## config.mk

```make
export PLATFORM = sky130hd
export DESIGN_NAME = csr_access_ctrl_flat
export DESIGN_NICKNAME = d
export VERILOG_FILES = /design/src/rtl/csr_access_ctrl_if.sv /design/src/rtl/csr_access_ctrl.sv /design/src/flat_wrapper.sv
export SDC_FILE = /design/constraint.sdc
export NUM_CORES = 1
export LEC_CHECK = 0
export CAP_MARGIN = 15
export CORE_MARGIN = 2
export CORE_UTILIZATION = 52
export CTS_BUF_LIST = sky130_fd_sc_hd__clkbuf_16
export CTS_CLUSTER_DIAMETER = 100
export DETAILED_ROUTE_END_ITERATION = 8
export GPL_TIMING_DRIVEN = 0
export MAX_ROUTING_LAYER = met4
export PLACE_DENSITY_LB_ADDON = 0.3
export SETUP_SLACK_MARGIN = 0.02
export SLEW_MARGIN = 20
export SYNTH_ARGS = -nofsm -noshare
export SYNTH_HDL_FRONTEND = slang
export SYNTH_SLANG_ARGS = --single-unit
```

## constraint.sdc

```tcl
create_clock -name clk_i -period 5.09 [get_ports clk_i]
set_input_delay 1.2725 -clock clk_i [delete_from_list [all_inputs] [get_ports clk_i]]
set_output_delay 1.2725 -clock clk_i [all_outputs]
set_load 0.1 [all_outputs]
```

## src/rtl/csr_access_ctrl_if.sv

```systemverilog
// csr_access_ctrl_if: ID-side request, CSR read data, pipeline control and
// WB-stage CSR write port of the CSR access controller, bundled as one port.
// master: the core side driving ID/pipeline control; slave: csr_access_ctrl.
interface csr_access_ctrl_if;
   // ID stage request
   logic        id_valid_i;
   logic [2:0]  id_funct3_i;
   logic [11:0] id_csr_addr_i;
   logic [4:0]  id_rs1_idx_i;
   logic [31:0] id_rs1_data_i;
   logic        id_rd_nz_i;
   logic [31:0] csr_rdata_i;
   // pipeline control
   logic        pipe_adv_i;
   logic        flush_i;
   // ID stage response
   logic        id_stall_o;
   logic [31:0] id_rd_data_o;
   // WB stage write port
   logic        wb_valid_o;
   logic        wb_is_csr_write_o;
   logic        wb_is_csr_read_o;
   logic [11:0] wb_csr_addr_o;
   logic [31:0] wb_csr_wdata_o;
   logic        wb_illegal_o;
   logic [31:0] wb_trap_mcause_o;

   modport master (
      output id_valid_i, id_funct3_i, id_csr_addr_i, id_rs1_idx_i, id_rs1_data_i,
             id_rd_nz_i, csr_rdata_i, pipe_adv_i, flush_i,
      input  id_stall_o, id_rd_data_o, wb_valid_o, wb_is_csr_write_o, wb_is_csr_read_o,
             wb_csr_addr_o, wb_csr_wdata_o, wb_illegal_o, wb_trap_mcause_o
   );

   modport slave (
      input  id_valid_i, id_funct3_i, id_csr_addr_i, id_rs1_idx_i, id_rs1_data_i,
             id_rd_nz_i, csr_rdata_i, pipe_adv_i, flush_i,
      output id_stall_o, id_rd_data_o, wb_valid_o, wb_is_csr_write_o, wb_is_csr_read_o,
             wb_csr_addr_o, wb_csr_wdata_o, wb_illegal_o, wb_trap_mcause_o
   );
endinterface

```

## src/rtl/csr_access_ctrl.sv

```systemverilog
// csr_access_ctrl: initiator side of the machine-mode CSR file port.
// Decodes Zicsr accesses at ID, computes the write value from the CSR read
// data, carries each access through a PIPE_DEPTH-deep shadow pipeline and
// drives the CSR write port from the last (WB) stage. Writes to read-only
// CSRs (addr[11:10] == RO_MASK) travel as illegal, non-writing entries.
// Optional feature: define CSR_ACCESS_FWD_EN to replace the read-after-write
// stall with a bypass of the youngest in-flight write to the same CSR.
// PIPE_DEPTH must be at least 1; with PIPE_DEPTH == 1 stage 0 is the WB stage.
module csr_access_ctrl #(
   parameter int         PIPE_DEPTH = 3,
   parameter logic [1:0] RO_MASK    = 2'b11
) (
   input logic              clk_i,
   input logic              rst_ni,
   csr_access_ctrl_if.slave bus
);

   localparam int STAGES = PIPE_DEPTH - 1;

   typedef struct packed {
      logic        we;
      logic        rd_nz;
      logic [11:0] addr;
      logic [31:0] wdata;
      logic        illegal;
   } csr_entry_t;

   logic       [STAGES:0] vld_pipe;
   csr_entry_t [STAGES:0] pipe_q;
   csr_entry_t            id_entry;
   csr_entry_t            wb_q;

   logic        f3_ok;
   logic        we_raw;
   logic        ro_hit;
   logic        stall;
   logic        issue;
   logic [31:0] src;
   logic [31:0] old_val;
   logic [31:0] wdata;

   // 000 and 100 are not CSR accesses: no issue, no stall, no read data
   assign f3_ok = (bus.id_funct3_i[1:0] != 2'b00);

`ifdef CSR_ACCESS_FWD_EN
   logic        fwd_hit;
   logic [31:0] fwd_data;

   // Youngest in-flight write to the same CSR wins: scan oldest to youngest
   always_comb begin
      fwd_hit  = 1'b0;
      fwd_data = '0;
      for (int i = STAGES; i >= 0; i--) begin
         if (vld_pipe[i] && pipe_q[i].we && (pipe_q[i].addr == bus.id_csr_addr_i)) begin
            fwd_hit  = 1'b1;
            fwd_data = pipe_q[i].wdata;
         end
      end
   end

   assign old_val = fwd_hit ? fwd_data : bus.csr_rdata_i;
   assign stall   = 1'b0;
`else
   logic raw_hit;
   logic ctr_addr;

   // Any in-flight write (WB stage included) to the CSR being read at ID
   always_comb begin
      raw_hit = 1'b0;
      for (int i = 0; i <= STAGES; i++) begin
         if (vld_pipe[i] && pipe_q[i].we && (pipe_q[i].addr == bus.id_csr_addr_i))
            raw_hit = 1'b1;
      end
   end

   // Free-running counters change every cycle anyway, so ordering against an
   // in-flight write buys nothing; their reads never wait
   assign ctr_addr = (bus.id_csr_addr_i == 12'hB00) || (bus.id_csr_addr_i == 12'hB02) ||
                     (bus.id_csr_addr_i == 12'hB80) || (bus.id_csr_addr_i == 12'hB82);

   assign old_val = bus.csr_rdata_i;
   assign stall   = bus.id_valid_i && f3_ok && raw_hit && !ctr_addr;
`endif

   // ID decode: write enable, operand select, RW/RS/RC write value, RO check
   always_comb begin
      src    = bus.id_funct3_i[2] ? {27'b0, bus.id_rs1_idx_i} : bus.id_rs1_data_i;
      we_raw = (bus.id_funct3_i[1:0] == 2'b01) || (bus.id_rs1_idx_i != 5'd0);
      case (bus.id_funct3_i[1:0])
         2'b10:   wdata = old_val | src;
         2'b11:   wdata = old_val & ~src;
         default: wdata = src;
      endcase
      ro_hit           = f3_ok && we_raw && (bus.id_csr_addr_i[11:10] == RO_MASK);
      id_entry.we      = we_raw && !ro_hit;
      id_entry.rd_nz   = bus.id_rd_nz_i;
      id_entry.addr    = bus.id_csr_addr_i;
      id_entry.wdata   = wdata;
      id_entry.illegal = ro_hit;
   end

   // A flush in the same cycle drops the ID access along with stages 0..N-2
   assign issue = bus.id_valid_i && f3_ok && !stall && bus.pipe_adv_i && !bus.flush_i;

   // Shadow pipeline: shift on advance, hold otherwise; flush kills every
   // stage short of WB, and whatever would move into WB from a killed stage
   always_ff @(posedge clk_i or negedge rst_ni) begin
      if (!rst_ni) begin
         vld_pipe <= '0;
         pipe_q   <= '0;
      end else begin
         if (bus.pipe_adv_i) begin
            vld_pipe[0] <= issue;
            pipe_q[0]   <= id_entry;
         end else if (bus.flush_i && (STAGES > 0)) begin
            vld_pipe[0] <= 1'b0;
         end
         for (int i = 1; i <= STAGES; i++) begin
            if (bus.pipe_adv_i) begin
               vld_pipe[i] <= vld_pipe[i-1] && !bus.flush_i;
               pipe_q[i]   <= pipe_q[i-1];
            end else if (bus.flush_i && (i < STAGES)) begin
               vld_pipe[i] <= 1'b0;
            end
         end
      end
   end

   // ID response is forced quiet in reset and while the access is held
   assign bus.id_stall_o   = rst_ni && stall;
   assign bus.id_rd_data_o = (rst_ni && f3_ok && !stall) ? old_val : '0;

   // WB write port straight from the last stage, masked by its valid bit
   assign wb_q                  = pipe_q[STAGES];
   assign bus.wb_valid_o        = vld_pipe[STAGES];
   assign bus.wb_is_csr_write_o = vld_pipe[STAGES] && wb_q.we;
   assign bus.wb_is_csr_read_o  = vld_pipe[STAGES] && wb_q.rd_nz;
   assign bus.wb_csr_addr_o     = vld_pipe[STAGES] ? wb_q.addr  : '0;
   assign bus.wb_csr_wdata_o    = vld_pipe[STAGES] ? wb_q.wdata : '0;
   assign bus.wb_illegal_o      = vld_pipe[STAGES] && wb_q.illegal;
   assign bus.wb_trap_mcause_o  = (vld_pipe[STAGES] && wb_q.illegal) ? 32'd2 : 32'd0;

endmodule

```

## src/flat_wrapper.sv

```systemverilog
// flat-port wrapper written by rule: the top's interface ports become plain ports
module csr_access_ctrl_flat 
#(
   parameter int         PIPE_DEPTH = 3,
   parameter logic [1:0] RO_MASK    = 2'b11
)
  (clk_i, rst_ni, bus_id_valid_i, bus_id_funct3_i, bus_id_csr_addr_i, bus_id_rs1_idx_i, bus_id_rs1_data_i, bus_id_rd_nz_i, bus_csr_rdata_i, bus_pipe_adv_i, bus_flush_i, bus_id_stall_o, bus_id_rd_data_o, bus_wb_valid_o, bus_wb_is_csr_write_o, bus_wb_is_csr_read_o, bus_wb_csr_addr_o, bus_wb_csr_wdata_o, bus_wb_illegal_o, bus_wb_trap_mcause_o);
  csr_access_ctrl_if bus_i ();
  input logic clk_i;
  input logic rst_ni;
  input wire logic [$bits(bus_i.id_valid_i)-1:0] bus_id_valid_i;
  input wire logic [$bits(bus_i.id_funct3_i)-1:0] bus_id_funct3_i;
  input wire logic [$bits(bus_i.id_csr_addr_i)-1:0] bus_id_csr_addr_i;
  input wire logic [$bits(bus_i.id_rs1_idx_i)-1:0] bus_id_rs1_idx_i;
  input wire logic [$bits(bus_i.id_rs1_data_i)-1:0] bus_id_rs1_data_i;
  input wire logic [$bits(bus_i.id_rd_nz_i)-1:0] bus_id_rd_nz_i;
  input wire logic [$bits(bus_i.csr_rdata_i)-1:0] bus_csr_rdata_i;
  input wire logic [$bits(bus_i.pipe_adv_i)-1:0] bus_pipe_adv_i;
  input wire logic [$bits(bus_i.flush_i)-1:0] bus_flush_i;
  output wire logic [$bits(bus_i.id_stall_o)-1:0] bus_id_stall_o;
  output wire logic [$bits(bus_i.id_rd_data_o)-1:0] bus_id_rd_data_o;
  output wire logic [$bits(bus_i.wb_valid_o)-1:0] bus_wb_valid_o;
  output wire logic [$bits(bus_i.wb_is_csr_write_o)-1:0] bus_wb_is_csr_write_o;
  output wire logic [$bits(bus_i.wb_is_csr_read_o)-1:0] bus_wb_is_csr_read_o;
  output wire logic [$bits(bus_i.wb_csr_addr_o)-1:0] bus_wb_csr_addr_o;
  output wire logic [$bits(bus_i.wb_csr_wdata_o)-1:0] bus_wb_csr_wdata_o;
  output wire logic [$bits(bus_i.wb_illegal_o)-1:0] bus_wb_illegal_o;
  output wire logic [$bits(bus_i.wb_trap_mcause_o)-1:0] bus_wb_trap_mcause_o;
  assign bus_i.id_valid_i = bus_id_valid_i;
  assign bus_i.id_funct3_i = bus_id_funct3_i;
  assign bus_i.id_csr_addr_i = bus_id_csr_addr_i;
  assign bus_i.id_rs1_idx_i = bus_id_rs1_idx_i;
  assign bus_i.id_rs1_data_i = bus_id_rs1_data_i;
  assign bus_i.id_rd_nz_i = bus_id_rd_nz_i;
  assign bus_i.csr_rdata_i = bus_csr_rdata_i;
  assign bus_i.pipe_adv_i = bus_pipe_adv_i;
  assign bus_i.flush_i = bus_flush_i;
  assign bus_id_stall_o = bus_i.id_stall_o;
  assign bus_id_rd_data_o = bus_i.id_rd_data_o;
  assign bus_wb_valid_o = bus_i.wb_valid_o;
  assign bus_wb_is_csr_write_o = bus_i.wb_is_csr_write_o;
  assign bus_wb_is_csr_read_o = bus_i.wb_is_csr_read_o;
  assign bus_wb_csr_addr_o = bus_i.wb_csr_addr_o;
  assign bus_wb_csr_wdata_o = bus_i.wb_csr_wdata_o;
  assign bus_wb_illegal_o = bus_i.wb_illegal_o;
  assign bus_wb_trap_mcause_o = bus_i.wb_trap_mcause_o;
  csr_access_ctrl #(.PIPE_DEPTH(PIPE_DEPTH), .RO_MASK(RO_MASK)) u_core (.clk_i(clk_i), .rst_ni(rst_ni), .bus(bus_i));
endmodule
```

== Yosys cells after proc, flatten, opt, wreduce, memory -nomap -nowiden ==
Cells that the tools add are included.

* Input port bits: 90
* Output and inout port bits: 113
* Bits in registers: 144
* Word-level logic and storage cells: 76

* Reduce and logical (&&, ||, !) cells: 33
* Multiplexer cells: 12
* Equality and inequality tests: 11
* Bitwise operators: 3

{| class="wikitable"
|+ Operators with widths
! kind !! count
|-
| two-way mux 32 bit || 3
|-
| one-hot mux 32 bit (2 select lines) || 1
|-
| == test 12 bit, second input constant || 4
|-
| == test 12 bit || 3
|-
| bitwise AND 32 bit || 1
|-
| NOT 32 bit || 1
|-
| OR 32 bit || 1
|-
| logical AND 1 bit || 22
|-
| two-way mux 12 bit || 1
|-
| == test 2 bit, second input constant || 3
|-
| two-way mux 1 bit || 6
|-
| nonzero test 5 bit || 1
|-
| logical NOT 1 bit || 4
|-
| logical OR 1 bit || 4
|-
| nonzero test 2 bit || 2
|-
| == test 2 x 1 -> 1 bit, second input constant || 1
|-
| two-way mux 2 bit || 1
|}

== Logic depth before layout (Yosys ltp) ==
* Depth after elaboration: 12
* Mapped depth: 7
* Depth with buffers taken out: 5

== Worst setup path after synthesis ==
No wires, ideal clock.

* Kind: input -> output
* Start point: input bus_id_csr_addr_i[0]
* End point: output bus_id_rd_data_o[10]
* Setup slack: 0.156 ns
* Arrival time: 3.661 ns
* Required time: 3.818 ns
* Stages on the path: 6
* Buffers on the path: 1
* Cell sequence: or4_1 -> nor4_1 -> nand2b_1 -> a31oi_4 -> buf_6 -> nor2_1

* Word-level cells in the longest chain between the ends: 10
* Elaborated cells between the ends (all ways): 22
* Those cells by class: 7 x eq/ne; 4 x mux; 11 x reduce/logical

{| class="wikitable"
|+ Ends and longest elaborated chain
! what !! line !! source
|-
| from (decl) || flat_wrapper.sv:13 || <nowiki>input wire logic [$bits(bus_i.id_csr_addr_i)-1:0] bus_id_csr_addr_i;</nowiki>
|-
| == test 12 bit || csr_access_ctrl.sv:71 || <nowiki>if (vld_pipe[i] && pipe_q[i].we && (pipe_q[i].addr == bus.id_csr_addr_i))</nowiki>
|-
| logical AND 1 bit || csr_access_ctrl.sv:71 ||
|-
| two-way mux 1 bit (3 in series) || csr_access_ctrl.sv:71 ||
|-
| logical AND 1 bit || csr_access_ctrl.sv:82 || <nowiki>assign stall = bus.id_valid_i && f3_ok && raw_hit && !ctr_addr;</nowiki>
|-
| logical AND 1 bit * || csr_access_ctrl.sv:82 ||
|-
| logical NOT 1 bit * || csr_access_ctrl.sv:131 || <nowiki>assign bus.id_rd_data_o = (rst_ni && f3_ok && !stall) ? old_val : '0;</nowiki>
|-
| logical AND 1 bit * || csr_access_ctrl.sv:131 ||
|-
| two-way mux 32 bit * || csr_access_ctrl.sv:131 ||
|-
| to (decl) || flat_wrapper.sv:21 || <nowiki>output wire logic [$bits(bus_i.id_rd_data_o)-1:0] bus_id_rd_data_o;</nowiki>
|}

Mark *: on every way between the ends. The rest lies on a longest branch, timed or not.

== Final worst setup path ==
* Start point: input bus_id_csr_addr_i[8]
* End point: output bus_id_rd_data_o[11]

Same word-level chain as after synthesis.

==> flow_metrics.py <==
metrics = {
    "cells_and_area": {
        "drive_above_1_share_pct": 24.1,
        "nets": 980,
        "design_area_um2": 9950,
        "syn2layout_area_growth_pct": 35.8,
        "diodes": 0,
        "fin_cells": 1083,
    },
    "sta": {
        "slew_violations": 0,
        "setup_viol": 0,
        "max-slew-margin-rel_pct": 31.1,
        "hold_ws_ns": 0.497,
        "grt_setup_unrepaired": "yes",
        "post-route-min-period_ns": 5.05,
        "hold_violations": 0,
        "tightest_slew_ns": 1.03,
        "finalCritPeriodShare_pct": 99.3,
        "max_freq_ghz": 0.198,
        "setup_slack_ns": 0.0371,
        "fin_skew_ns": 0.00655,
    },
    "worst_setup_path": {
        "cp_top_family": "buffers and inverters",
        "path_depth": 9,
        "cp-end-kind": "primary output",
        "crit_slowest_cell": "or4_1",
        "crit_chain": "clkdlybuf4s50_1 -> xnor2_1 -> nand4_1 -> or4_1 -> a31oi_4 -> buf_12 -> buf_6 -> nor2_1 -> clkbuf_4",
        "startpoint_type": "primary input",
        "crit_type": "primary input to primary output",
        "path_max_fanout": 10,
        "cp.arrival_ns": 3.78,
        "reg2reg_depth": 5,
        "required_ns": 3.82,
        "critPathMaxStageDelay_ns": 0.66,
        "crit_buf_inv": 4,
    },
    "place": {
        "preCtsSetupSlack_ns": -0.725,
        "port_buffers": 167,
        "dpl_cell_area_um2": 9370,
        "place_congestion": 0.874,
        "dp.final_hpwl_um": 13600,
        "dpl.cell_count": 1049,
    },
    "power": {
        "power.leakage_nw": 4.52,
        "p_sw_w": 0.00103,
        "peakVddDrop_v": 0.000246,
        "power.share.switching_pct": 29.6,
        "p_int_w": 0.00246,
        "powerDensity_nw_per_um2": 351,
        "comb_power_share_pct": 22.1,
        "p_seq_share_pct": 41.6,
        "pwr-share-clk_pct": 36.2,
    },
    "hold_path": {
        "hold_class": "register to register",
        "holdPathStages": 1,
    },
    "routing": {
        "detail_route.first_pass.iterations": 7,
        "drtIter0Drc": 317,
        "ant_nets": 0,
        "viasPerCell": 5.22,
        "drt_wl_total_um": 18700,
        "post_drt_wl_per_cell_um": 17.3,
        "remaining_drc_errors": 0,
        "vias": 5655,
    },
    "clocking": {
        "cts_buffer_depth": 2,
        "cts.sinks": 144,
        "cts_buffers": 17,
        "clkTransAtPathRegs_ns": 0.05,
        "htreeDepth": 4,
        "cts-root-buf": "clkbuf_16",
        "cts_tree": "yes",
        "clk_latency_ns": 0.42,
        "postCtsHoldBufs": 0,
    },
    "synth": {
        "synth_top_area_share_pct": 49.2,
        "synth-edff-count": 0,
        "synth_cells": 671,
        "yosys_warnings": 0,
        "ys_seq_elements": 144,
        "syn_area_per_cell_um2": 10.9,
        "syn-cell-area_um2": 7330,
        "ys_async_sr_fraction_pct": 100,
        "synth_area_leaders": "dfrtp_1, mux2_2, mux2i_1",
        "ys_types": 29,
        "seq_area_frac_synth_pct": 49.2,
        "yosysTopAreaCell": "dfrtp_1",
        "synth_ff_type": "dfrtp_1",
    },
    "grt": {
        "grt-ovfl-total": 0,
        "grt_start_max_net_pins": 84,
        "grt_pass1_wl_um": 29600,
        "grt_pass1_vias": 5806,
        "grtUsageTotal_pct": 26.5,
        "antenna_found_initial": 0,
    },
    "job": {
        "maxCapViolCount": 0,
    },
    "floorplan": {
        "ios": 203,
        "core.rowCount": 43,
        "dieHeight_um": 123,
        "core_area_um2": 13800,
        "die_x_um": 123,
        "die_area_um2": 15100,
        "start_util_pct": 53.0,
    },
    "outcome": {
        "status": "finished clean",
    },
}
## synth_stat cells, drive strengths merged (12+ instances only)
library cell and number:
xnor2 36, buf 38, dfrtp 144, and2 49
a31oi 29, clkbuf 35, inv 30, mux2 112
nand2b 29, nand3 12, nor2 61, mux2i 33
nand2 35
## path summary, 6_finish.rpt
path | from | endpoint | slack (ns)
min | u_core.pipe_q[96] | u_core.pipe_q[96] | 0.50
max | bus_id_csr_addr_i[8] | bus_id_rd_data_o[11] | 0.04
max in group asynchronous | rst_ni | u_core.pipe_q[42] | 3.64
min in group asynchronous | rst_ni | u_core.pipe_q[118] | 0.80
min reg2reg | u_core.pipe_q[96] | u_core.pipe_q[96] | 0.50
max reg2reg | u_core.pipe_q[90] | u_core.vld_pipe[0] | 3.09
## cells by family after synthesis
kind of cell           count (synthesis)  share of synthesized area (%)
AND/OR/NAND/NOR                      203                           14.1
other                                  1                         0.0512
flip-flops                           144                           49.2
multiplexers                         145                           21.7
XOR/XNOR                              36                           4.30
AO/OA/AOI/OAI                         39                           3.43
buffers and inverters                103                           7.26
## sequential cells by signal, indices dropped and copies added, names as in the netlist
name             cells
u_core.vld_pipe      3
u_core.pipe_q      141
## repair_timing
item                                    4_1_cts  5_1_grt
pin swaps                                     1        0
resized for setup                           171       33
endpoints found under the setup margin       33       32
setup buffers                                 1        0
cloned                                        0        1
## through the flow
step / TNS [ns] / power (W) / util (%)
final: 0 / 0.00349 / 72.0
after global routing: 0 / 0.00363 / 72.0
after CTS: 0 / 0.00349 / 71.3
after detailed placement: -21.81 / 0.00224 / 67.8
after global placement: -542.21 / 0.00220 / 67.5
after floorplan: 0 / 0.00199 / -
## power by group through the flow
stage | Sequential (W) | Clock [W] | Combinational (W)
floorplan | 0.00143 | 0 | 0.000565
global placement | 0.00145 | 0 | 0.000744
detailed placement | 0.00147 | 0 | 0.000769
CTS | 0.00145 | 0.00128 | 0.000766
global route | 0.00148 | 0.00133 | 0.000824
finish | 0.00145 | 0.00126 | 0.000773
## cell usage in the layout (no fill, tap or decap), drive strengths merged
master / n
clkdlybuf4s50: 131
nor2: 61
mux2i: 33
nand4: 6
clkbuf: 73
xnor2: 36
dlymetal6s2s: 2
nand4b: 2
bufinv: 4
clkinv: 6
mux2: 112
o22ai: 2
nand3: 12
dfrtp: 144
and3b: 1
o31ai: 1
nor2b: 1
nand2: 35
nor4: 1
a31oi: 29
nand2b: 29
clkinvlp: 3
buf: 54
or4: 5
inv: 32
and2: 49
conb: 31
o21ai: 7
or2: 1
## cell type report
cell class                 count  area [µm²]
sequential                   144        3600
tap                          180         225
fill                        1000        3870
clock buffer                  17         425
clock inverter                15         176
timing repair buffer         170        1670
inverter                      30         113
buffer                        73         419
multi-input combinational    454        3320
## per-layer routing
layer | up-vias | global-route usage, % | routed length, µm
met5 | - | - | 0
met1 | 2809 | 30.9 | 7450
met4 | 0 | 10.1 | 493
met3 | 40 | 5.02 | 985
li1 | 2621 | - | -
met2 | 185 | 45.4 | 9810
Power figures use the tool's default switching activity.
